### config.mk
export PLATFORM = sky130hd
export DESIGN_NAME = calc_cmd_sequencer
export DESIGN_NICKNAME = d
export VERILOG_FILES = /design/src/rtl/calc_seq_pkg.sv /design/src/rtl/btn_debouncer.sv /design/src/rtl/calc_cmd_sequencer.sv
export SDC_FILE = /design/constraint.sdc
export NUM_CORES = 1
export LEC_CHECK = 0
export BUFFER_PORTS_ARGS = -buffer_cell sky130_fd_sc_hd__buf_2
export CAP_MARGIN = 20
export CORE_MARGIN = 1.5
export CORE_UTILIZATION = 40
export DETAILED_ROUTE_END_ITERATION = 16
export PLACE_DENSITY = 0.63
export SLEW_MARGIN = 20
export SYNTH_ARGS = -nofsm -noshare
export SYNTH_HDL_FRONTEND = slang
export SYNTH_SLANG_ARGS = --single-unit
### constraint.sdc
create_clock -name clk -period 2.78 [get_ports clk]
set_input_delay 0.556 -clock clk [delete_from_list [all_inputs] [get_ports clk]]
set_output_delay 0.556 -clock clk [all_outputs]
set_load 0.05 [all_outputs]
### src/rtl/calc_seq_pkg.sv
// calc_seq_pkg: shared types for the calculator command sequencer.
// Rev 1.0 - initial release.
`default_nettype none

package calc_seq_pkg;

   typedef enum logic [1:0] {
      IDLE  = 2'd0,
      LOAD  = 2'd1,
      ISSUE = 2'd2,
      GAP   = 2'd3
   } seq_state_e;

   typedef enum logic [1:0] {
      CMD_UNDO  = 2'd0,
      CMD_ENTER = 2'd1,
      CMD_FMT   = 2'd2
   } cmd_e;

   localparam int PEND_W     = 3;
   localparam int PEND_FMT   = 0;
   localparam int PEND_ENTER = 1;
   localparam int PEND_UNDO  = 2;

   // Fixed priority: undo > enter > fmt.
   function automatic cmd_e pick_cmd(input logic [PEND_W-1:0] pend);
      if (pend[PEND_UNDO]) begin
         return CMD_UNDO;
      end else if (pend[PEND_ENTER]) begin
         return CMD_ENTER;
      end
      return CMD_FMT;
   endfunction

   function automatic logic [PEND_W-1:0] cmd_mask(input cmd_e c);
      logic [PEND_W-1:0] m;
      m = '0;
      case (c)
         CMD_UNDO:  m[PEND_UNDO]  = 1'b1;
         CMD_ENTER: m[PEND_ENTER] = 1'b1;
         default:   m[PEND_FMT]   = 1'b1;
      endcase
      return m;
   endfunction

endpackage

`default_nettype wire

### src/rtl/btn_debouncer.sv
// btn_debouncer: 2-FF synchronizer plus counter debouncer with rising-edge event.
// Rev 1.0 - initial release.
`default_nettype none

module btn_debouncer #(
   parameter int DEBOUNCE_CYCLES = 1_000_000
) (
   input  logic clk,
   input  logic resetN,
   input  logic raw,
   output logic level,
   output logic rise_pulse
);

   localparam int CW = (DEBOUNCE_CYCLES > 1) ? $clog2(DEBOUNCE_CYCLES) : 1;
   localparam logic [CW-1:0] CNT_LAST = CW'(DEBOUNCE_CYCLES - 1);

   logic          sync_q1;
   logic          sync_q2;
   logic [CW-1:0] cnt;

   always_ff @(posedge clk or negedge resetN) begin
      if (!resetN) begin
         sync_q1    <= 1'b0;
         sync_q2    <= 1'b0;
         level      <= 1'b0;
         cnt        <= '0;
         rise_pulse <= 1'b0;
      end else begin
         sync_q1    <= raw;
         sync_q2    <= sync_q1;
         rise_pulse <= 1'b0;
         if (sync_q2 != level) begin
            if (cnt == CNT_LAST) begin
               level      <= ~level;
               cnt        <= '0;
               rise_pulse <= ~level;
            end else begin
               cnt <= cnt + 1'b1;
            end
         end else begin
            cnt <= '0;
         end
      end
   end

endmodule

`default_nettype wire

### src/rtl/calc_cmd_sequencer.sv
// calc_cmd_sequencer: debounces calculator buttons, queues presses and issues
// them as spaced single-cycle command pulses with a captured switch operand. Rev 1.0.
`default_nettype none

module calc_cmd_sequencer
   import calc_seq_pkg::*;
#(
   parameter int DEBOUNCE_CYCLES = 1_000_000,
   parameter int GAP_CYCLES      = 16,
   parameter int WIDTH           = 16
) (
   input  logic             clk,
   input  logic             resetN,
   input  logic             btn_enter_raw,
   input  logic             btn_undo_raw,
   input  logic             btn_fmt_raw,
   input  logic [WIDTH-1:0] sw_raw,
   output logic             enter,
   output logic             undo,
   output logic             display_format,
   output logic [WIDTH-1:0] data_out,
   output logic             busy,
   output logic             dropped
);

   localparam int GW = (GAP_CYCLES > 0) ? $clog2(GAP_CYCLES + 1) : 1;
   localparam logic [GW-1:0] GAP_LAST = GW'((GAP_CYCLES > 0) ? GAP_CYCLES - 1 : 0);

   logic [PEND_W-1:0] evt;
   logic [PEND_W-1:0] unused_level;
   logic [PEND_W-1:0] pending;
   logic [PEND_W-1:0] pend_clr;
   logic [WIDTH-1:0]  sw_q1;
   logic [WIDTH-1:0]  sw_q2;
   logic [GW-1:0]     gap_cnt;
   seq_state_e        state;
   seq_state_e        state_nxt;
   cmd_e              cmd;

   btn_debouncer #(.DEBOUNCE_CYCLES(DEBOUNCE_CYCLES)) u_db_undo (
      .clk        (clk),
      .resetN     (resetN),
      .raw        (btn_undo_raw),
      .level      (unused_level[PEND_UNDO]),
      .rise_pulse (evt[PEND_UNDO])
   );

   btn_debouncer #(.DEBOUNCE_CYCLES(DEBOUNCE_CYCLES)) u_db_enter (
      .clk        (clk),
      .resetN     (resetN),
      .raw        (btn_enter_raw),
      .level      (unused_level[PEND_ENTER]),
      .rise_pulse (evt[PEND_ENTER])
   );

   btn_debouncer #(.DEBOUNCE_CYCLES(DEBOUNCE_CYCLES)) u_db_fmt (
      .clk        (clk),
      .resetN     (resetN),
      .raw        (btn_fmt_raw),
      .level      (unused_level[PEND_FMT]),
      .rise_pulse (evt[PEND_FMT])
   );

   always_ff @(posedge clk or negedge resetN) begin
      if (!resetN) begin
         sw_q1 <= '0;
         sw_q2 <= '0;
      end else begin
         sw_q1 <= sw_raw;
         sw_q2 <= sw_q1;
      end
   end

   always_comb begin
      pend_clr = '0;
      if (state == ISSUE) begin
         pend_clr = cmd_mask(cmd);
      end
   end

   // A new press landing on the clearing bit re-queues rather than drops.
   always_ff @(posedge clk or negedge resetN) begin
      if (!resetN) begin
         pending <= '0;
         dropped <= 1'b0;
      end else begin
         pending <= (pending & ~pend_clr) | evt;
         dropped <= |(evt & pending & ~pend_clr);
      end
   end

   always_ff @(posedge clk or negedge resetN) begin
      if (!resetN) begin
         state <= IDLE;
      end else begin
         state <= state_nxt;
      end
   end

   always_comb begin
      state_nxt = state;
      case (state)
         IDLE:    if (|pending) state_nxt = LOAD;
         LOAD:    state_nxt = ISSUE;
         ISSUE:   state_nxt = (GAP_CYCLES == 0) ? IDLE : GAP;
         GAP:     if (gap_cnt == GAP_LAST) state_nxt = IDLE;
         default: state_nxt = IDLE;
      endcase
   end

   always_comb begin
      enter          = 1'b0;
      undo           = 1'b0;
      display_format = 1'b0;
      busy           = (state != IDLE);
      if (state == ISSUE) begin
         case (cmd)
            CMD_UNDO:  undo           = 1'b1;
            CMD_ENTER: enter          = 1'b1;
            default:   display_format = 1'b1;
         endcase
      end
   end

   always_ff @(posedge clk or negedge resetN) begin
      if (!resetN) begin
         cmd      <= CMD_UNDO;
         gap_cnt  <= '0;
         data_out <= '0;
      end else begin
         if (state == IDLE && (|pending)) begin
            cmd <= pick_cmd(pending);
         end
         if (state == GAP && gap_cnt != GAP_LAST) begin
            gap_cnt <= gap_cnt + 1'b1;
         end else begin
            gap_cnt <= '0;
         end
         if (state == LOAD && cmd == CMD_ENTER) begin
            data_out <= sw_q2;
         end
      end
   end

endmodule

`default_nettype wire

==> flow_summary.yaml, run 1 <==
finish:
  antenna_cells_inserted: 0
  layout.nets: 548
  stdcell_area_sq_mm: 0.00641
  num-fill-cells: 1209
  final_layout_size_suffix_gt1_share_pct: 21.2
  syn2layout_area_growth_pct: 18.4
sta:
  setup_viol: 0
  skew_ps: 6.40
  timing.setup.tns_ps: 0
  fmax_mhz: 426
  ratio_of_final_minimum_period_to_clock_period_pct: 84.4
  worst_slew_pin_slew_ps: 756
  worst_hold_slack_ps: 131
  timing_max_transition_violations_final: 0
  max_slew_margin_pct: 49.5
  timing.final.crit_period_ps: 2350
  setup_repair_after_global_routing_missed_its_margin: "false"
  timing_hold_violations_final: 0
die:
  start_util_pct: 40.9
  die_area_sq_mm: 0.0142
  number_of_placement_rows: 42
  ios: 42
  die_width_microns: 119
  design.core.area_sq_mm: 0.0132
  floorplan.die.height_microns: 119
worst_setup_path:
  reg2regPathDepth: 5
  worst_ep_arrival_time_ps: 2600
  cp_cell_sequence: "ha_1 > nand3_1 > or4_4 > o21ai_4 > nor2_1"
  critPathLaunchType: "flip-flop"
  crit_path_end_kind: "flip-flop"
  worstPathMaxFanout: 18
  critPathRequiredTime_ps: 3040
  setup.worst_path.class: "flip-flop to flip-flop"
  slowest_stage: "sky130_fd_sc_hd__or4_4"
  crit_path_max_incr_delay_ps: 660
global_routing:
  gr-total-overflow: 0
  grt_first_pass_wirelength_microns: 16100
  initial_antenna_violation_count: 0
  pin_count_of_the_biggest_net_entering_global_routing: 63
  grt_usage_pct: 14.3
  via_count_of_the_first_global_routing_pass: 3551
pwr:
  power_frac_comb_pct: 2.3
  netSwitchingPower_mw: 0.855
  p_clk_share_pct: 50.1
  seqPwrFrac_pct: 47.6
  pwr_density_cell_mw_per_mm2: 653
  sw_frac_of_total_pct: 20.4
  p_leak_nw: 2.88
  internal-power_mw: 3.33
  worst_ir_drop_vdd_v: 0.000486
  design_power_total_mw: 4.19
yosys:
  netlist.top_cell.by_area: "sky130_fd_sc_hd__dfrtp_1"
  synth.area.top_cells: "sky130_fd_sc_hd__dfrtp_1, sky130_fd_sc_hd__xnor2_1, sky130_fd_sc_hd__mux2_2, sky130_fd_sc_hd__nor2_1, sky130_fd_sc_hd__nand3_1"
  syn_area_per_cell_sq_um: 11.8
  ys_ff_latch: 133
  synth_commonest_cells: "sky130_fd_sc_hd__dfrtp_1, sky130_fd_sc_hd__nor2_1, sky130_fd_sc_hd__xnor2_1, sky130_fd_sc_hd__nand3_1, sky130_fd_sc_hd__inv_1"
  ys_seq_area_share_pct: 61.4
  ys.flop_type: "sky130_fd_sc_hd__dfrtp_1"
  netlist_instances: 460
  netlist_area_sq_mm: 0.00542
  synth_nets: 490
  synthDominantCellAreaShare_pct: 61.4
  synth-async-reset-ratio_pct: 100
  synth.lib_cells_used.distinct: 43
  synth-warning-count: 0
  post-synth-top-count-cell: "sky130_fd_sc_hd__dfrtp_1"
  synth_enable_flop_cells: 0
placement:
  routability_congestion_estimate: 0.728
  hpwl_microns: 6130
  place.port_buffers: 41
  area_post_placement_sq_mm: 0.00586
drt:
  postRouteWirelength_microns: 9200
  final_antenna_net_count: 0
  detailedRoute.firstIterationViolations: 144
  drc: 0
  avgRoutedWirePerCell_microns: 13.0
  vias_per_cell: 4.95
  via_count: 3492
  firstDrtPassIters: 4
clocking:
  ctsHtreeMaxLevel: 4
  post_cts_resize_count: 0
  post_cts_hold_buffer_count: 0
  cts_setup_buffers: 0
  clock_insertion_delay_worst_skew_ps: 410
  cts_buffers: 17
  clk_pin_slew_ps: 50
  tritoncts_num_sinks: 133
  clockRootBuffer: "sky130_fd_sc_hd__clkbuf_16"
  tritoncts: "built"
  cts-root-to-sink-buffers: 2
run:
  max_cap_viol_count: 0
worst_hold_path:
  hold_path.class: "input port to async pin"
outcome:
  status: "finished clean"
-- registers in the layout, indices dropped and copies added (netlist names), 2 cells and up --
signal and flops:
u_db_fmt.cnt 20, state 2, u_db_enter.cnt 20, cmd 2, sw_q1 16, gap_cnt 5, data_out 16, pending 3
u_db_undo.cnt 20, sw_q2 16
-- per-stage QoR --
stage	setup WS, ps	util, %	cells
after detailed placement	446	44.2	675
after global routing	298	48.4	705
after global placement	543	44.2	675
after CTS	429	48.4	705
final	435	48.4	705
after floorplan	752	-	460
-- cells in the final DEF (no fill, tap or decap), drive strengths merged, types with 9 or more instances in the layout --
| cell type | n |
|---|---|
| dfrtp | 133 |
| nor2 | 64 |
| buf | 46 |
| xnor2 | 33 |
| nand3 | 27 |
| inv | 22 |
| clkbuf | 21 |
| nand2 | 20 |
| mux2 | 19 |
| nor3 | 14 |
| o21ai | 14 |
| nand4 | 13 |
| nor4 | 12 |
| a21oi | 12 |
| xor2 | 11 |
| ha | 9 |
| or4 | 9 |
-- metal layers --
metal  wire length [microns]  track usage (%)  vias up  share of wire (%)
li1                        -                -     1699                  -
met1                    4210             17.4     1736                 46
met2                    4600             23.7       52                 50
met3                     289             4.69        5                3.1
met4                      96             5.58        0                1.0
met5                       0                0        -                  0
-- critical path, delay by kind of cell (launching register included) --
kind | cells | cell delay (ps)
flip-flops | 1 | 400
AO/OA/AOI/OAI | 1 | 530
AND/OR/NAND/NOR | 3 | 1060
adder cells (fa/ha/maj) | 1 | 200
-- cells by family (layout without fill, tap and decap cells) --
logic type	after synthesis	count (layout)	share of synthesized area [%]
xor gates and xnor gates	44	44	7.11
buffers and inverters	29	98	2.31
DFF	133	133	61.4
AOI/OAI and AO/OA	38	38	4.50
and+or+nand+nor	184	184	17.9
adders and majority gates	9	9	2.08
muxes	23	23	4.69
-- final cells by class --
class,instances,area (sq um),share of cell area (%)
multi-input combinational,298,1960,30.6
inverter,22,82.6,1.29
clock buffer,21,450,7.02
sequential,133,3330,51.9
timing repair buffer,46,262,4.08
tap,176,220,3.43
clock inverter,9,106,1.66
-- final timing paths --
path | startpoint | to | slack, ps
hold / removal | resetN | u_db_undo.cnt[1] | 130
max in group asynchronous | resetN | data_out[5] | 1930
hold reg to reg | sw_q1[8] | sw_q2[8] | 350
min in group clk | sw_raw[2] | sw_q1[2] | 250
setup reg to reg | u_db_fmt.cnt[0] | u_db_fmt.cnt[8] | 430
setup / recovery | u_db_fmt.cnt[0] | u_db_fmt.cnt[8] | 430
-- power by group through the flow --
stage | clock [mW] | combinational [mW] | sequential, mW
3_3_place_gp | 0 | 0.0982 | 2.03
2_1_floorplan | 0 | 0.0349 | 2.02
3_5_place_dp | 0 | 0.0998 | 2.03
4_1_cts | 2.16 | 0.100 | 2.00
6_report | 2.10 | 0.0943 | 2.00
5_1_grt | 2.24 | 0.112 | 2.00
No activity file was read; power rests on OpenSTA's default activity.
==> run 2: changes to the inputs <==
Settings changed: PLACE_DENSITY 0.63 to 0.65.
Clock period 2.78 ns to 1.9 ns, I/O delays scaled along.
==> run 2 against run 1 <==
Compared with the run above: the run now ends with negative setup slack left; sequential share of layout area is 4.2 points lower; worst hold slack got worse by 61 ps; clock power grew 77%; maximum frequency grew 18%; via count is 7.6% higher; first-iteration DRC count rose by 31%; non-clock buffer count increased by 43; cell count up 6.4%; highest routed layer unchanged; critical endpoint is now u_db_enter.level; routed wire length is 12% higher; clock-buffer cell count shrank 1.
==> flow_summary.yaml, run 2 (synthesis gave the netlist of run 1 again) <==
worst_setup_path:
  critPathRequiredTime_ps: 2200
  critical_path.reg2reg.endpoint: "u_db_enter.level"
  worstPathMaxFanout: 2
  setup.worst_path.class: "flip-flop to flip-flop"
  r2r_start: "u_db_enter.cnt[8]"
  timing.critical_path.buf_inv: 0
  setup_slack_of_the_most_critical_reg_to_reg_path_ps: -90
  cp_cell_sequence: "or4b_1 > or4_4 > nor2_4 > mux2_4"
  slowest_stage: "sky130_fd_sc_hd__or4_4"
  worst_ep_arrival_time_ps: 2290
  critPathLaunchType: "flip-flop"
  crit_path_max_incr_delay_ps: 570
  path_delay_family: "simple AND/OR/NAND/NOR gates"
  crit_path_end_kind: "flip-flop"
  timing.critical_path.from: "u_db_enter.cnt[8]"
  reg2regPathDepth: 4
die:
  ios: 42
  start_util_pct: 40.9
  die_width_microns: 119
  design.core.area_sq_mm: 0.0132
  number_of_placement_rows: 42
  floorplan.die.height_microns: 119
  die_area_sq_mm: 0.0142
worst_hold_path:
  worst_hold_path_depth: 1
  hold_path_startpoint: "sw_raw[12]"
  hold_path_end: "sw_q1[12]"
  hold_path.class: "input port to flip-flop"
finish:
  stdcell_area_sq_mm: 0.00698
  area_occupied_by_registers_sq_mm: 0.00333
  antenna_cells_inserted: 0
  final_layout_size_suffix_gt1_share_pct: 29.6
  syn2layout_area_growth_pct: 28.9
  mostFrequentLayoutCells: "sky130_fd_sc_hd__dfrtp_1, sky130_fd_sc_hd__nor2_1, sky130_fd_sc_hd__buf_4"
  multi_input_area_sq_mm: 0.00203
  layout.nets: 591
  finish.cell_count_without_fillers: 750
  utilization_pct: 52.7
  num-fill-cells: 1162
  layout_commonest_cell: "sky130_fd_sc_hd__dfrtp_1"
  largest_registers_ranked_by_flip_flop_count: "u_db_enter.cnt x20, u_db_fmt.cnt x20, u_db_undo.cnt x20"
pwr:
  power_frac_comb_pct: 2.4
  sw_frac_of_total_pct: 19.4
  pwr_density_cell_mw_per_mm2: 974
  netSwitchingPower_mw: 1.32
  internal-power_mw: 5.48
  worst_ir_drop_vdd_v: 0.000630
  seqPwrFrac_pct: 42.9
  p_leak_nw: 3.17
  design_power_total_mw: 6.80
  p_clk_share_pct: 54.7
sta:
  setup_repair_after_global_routing_missed_its_margin: "true"
  timing.final.crit_period_ps: 1990
  max_slew_margin_pct: 65.3
  timing_max_transition_violations_final: 0
  ratio_of_final_minimum_period_to_clock_period_pct: 105
  setup_viol: 40
  worst_hold_slack_ps: 69.6
  timing_hold_violations_final: 0
  fmax_mhz: 502
  final.setup.worst_slack_ps: -90.4
  worst_slew_pin_slew_ps: 521
  timing.setup.tns_ps: -2430
  skew_ps: 8.71
drt:
  firstDrtPassIters: 4
  via_count: 3758
  avgRoutedWirePerCell_microns: 13.8
  final_antenna_net_count: 0
  postRouteWirelength_microns: 10300
  drc: 0
  detailedRoute.firstIterationViolations: 189
  vias_per_cell: 5.01
clocking:
  ctsHtreeMaxLevel: 4
  cts_buffers: 17
  clock_insertion_delay_worst_skew_ps: 420
  clk_pin_slew_ps: 60
  clockRootBuffer: "sky130_fd_sc_hd__clkbuf_16"
  tritoncts: "built"
  tritoncts_num_sinks: 133
  cts-root-to-sink-buffers: 2
global_routing:
  grt_usage_pct: 16.0
  gr-total-overflow: 0
  pin_count_of_the_biggest_net_entering_global_routing: 57
  via_count_of_the_first_global_routing_pass: 3900
  initial_antenna_violation_count: 0
  grt_first_pass_wirelength_microns: 17900
placement:
  placed_cells_incl_taps: 715
  place.port_buffers: 41
  placement.setup.worst_slack_ps: -120
  routability_congestion_estimate: 0.786
  hpwl_microns: 7050
  area_post_placement_sq_mm: 0.00621
outcome:
  status: "finished, violations left"
  violations: "negative setup slack"
run:
  max_cap_viol_count: 0
==> run 2: cell types whose count changed in the layout (fill, tap and decap cells not counted), moves of 3 or more <==
cell / change
sky130_fd_sc_hd__nand2_1: -3
sky130_fd_sc_hd__ha_1: -3
sky130_fd_sc_hd__nand2_2: +3
sky130_fd_sc_hd__buf_4: +40
sky130_fd_sc_hd__buf_6: +3
sky130_fd_sc_hd__buf_2: -4
sky130_fd_sc_hd__bufinv_16: +4
==> run 2: power groups by stage <==
| stage | logic [mW] | clock network, mW | registers [mW] |
|---|---|---|---|
| 3_5_place_dp | 0.169 | 0 | 2.97 |
| 5_1_grt | 0.192 | 3.91 | 2.92 |
| 4_1_cts | 0.173 | 3.79 | 2.92 |
| 6_report | 0.166 | 3.72 | 2.92 |
| 2_1_floorplan | 0.0526 | 0 | 2.96 |
| 3_3_place_gp | 0.163 | 0 | 2.97 |
==> run 2: timing repair <==
action | CTS | global route
endpoints found under the setup margin | 44 | 44
cloned | 0 | 0
resized for setup | 13 | 7
hold buffers | 1 | 0
buffers inserted | 2 | 0
endpoints found under the hold margin | 51 | 0
pin swaps | 2 | 0
==> run 2: worst max-delay path by stage <==
| stage | endpoint | slack, ps | cells past startpoint |
|---|---|---|---|
| floorplan | u_db_fmt.cnt[12] | -80 | 5 |
| global placement | u_db_enter.level | -80 | 4 |
| detailed placement | u_db_enter.level | -120 | 4 |
| CTS | u_db_enter.level | -90 | 4 |
| global route | u_db_enter.cnt[10] | -150 | 5 |
| finish | u_db_enter.level | -90 | 4 |
==> run 2: cell type report <==
cell class | instances | share of cell area [%]
sequential | 133 | 47.7
clock buffer | 20 | 6.54
clock inverter | 12 | 3.19
tap | 176 | 3.15
timing repair buffer | 89 | 9.17
inverter | 22 | 1.18
multi-input combinational | 298 | 29.1
==> run 2: layer usage <==
| layer | wire length, microns | vias to the layer above | global-route usage [%] |
|---|---|---|---|
| li1 | - | 1793 | - |
| met1 | 4640 | 1892 | 19.5 |
| met2 | 5180 | 61 | 26.4 |
| met3 | 326 | 12 | 4.79 |
| met4 | 168 | 0 | 7.14 |
| met5 | 0 | - | 0 |
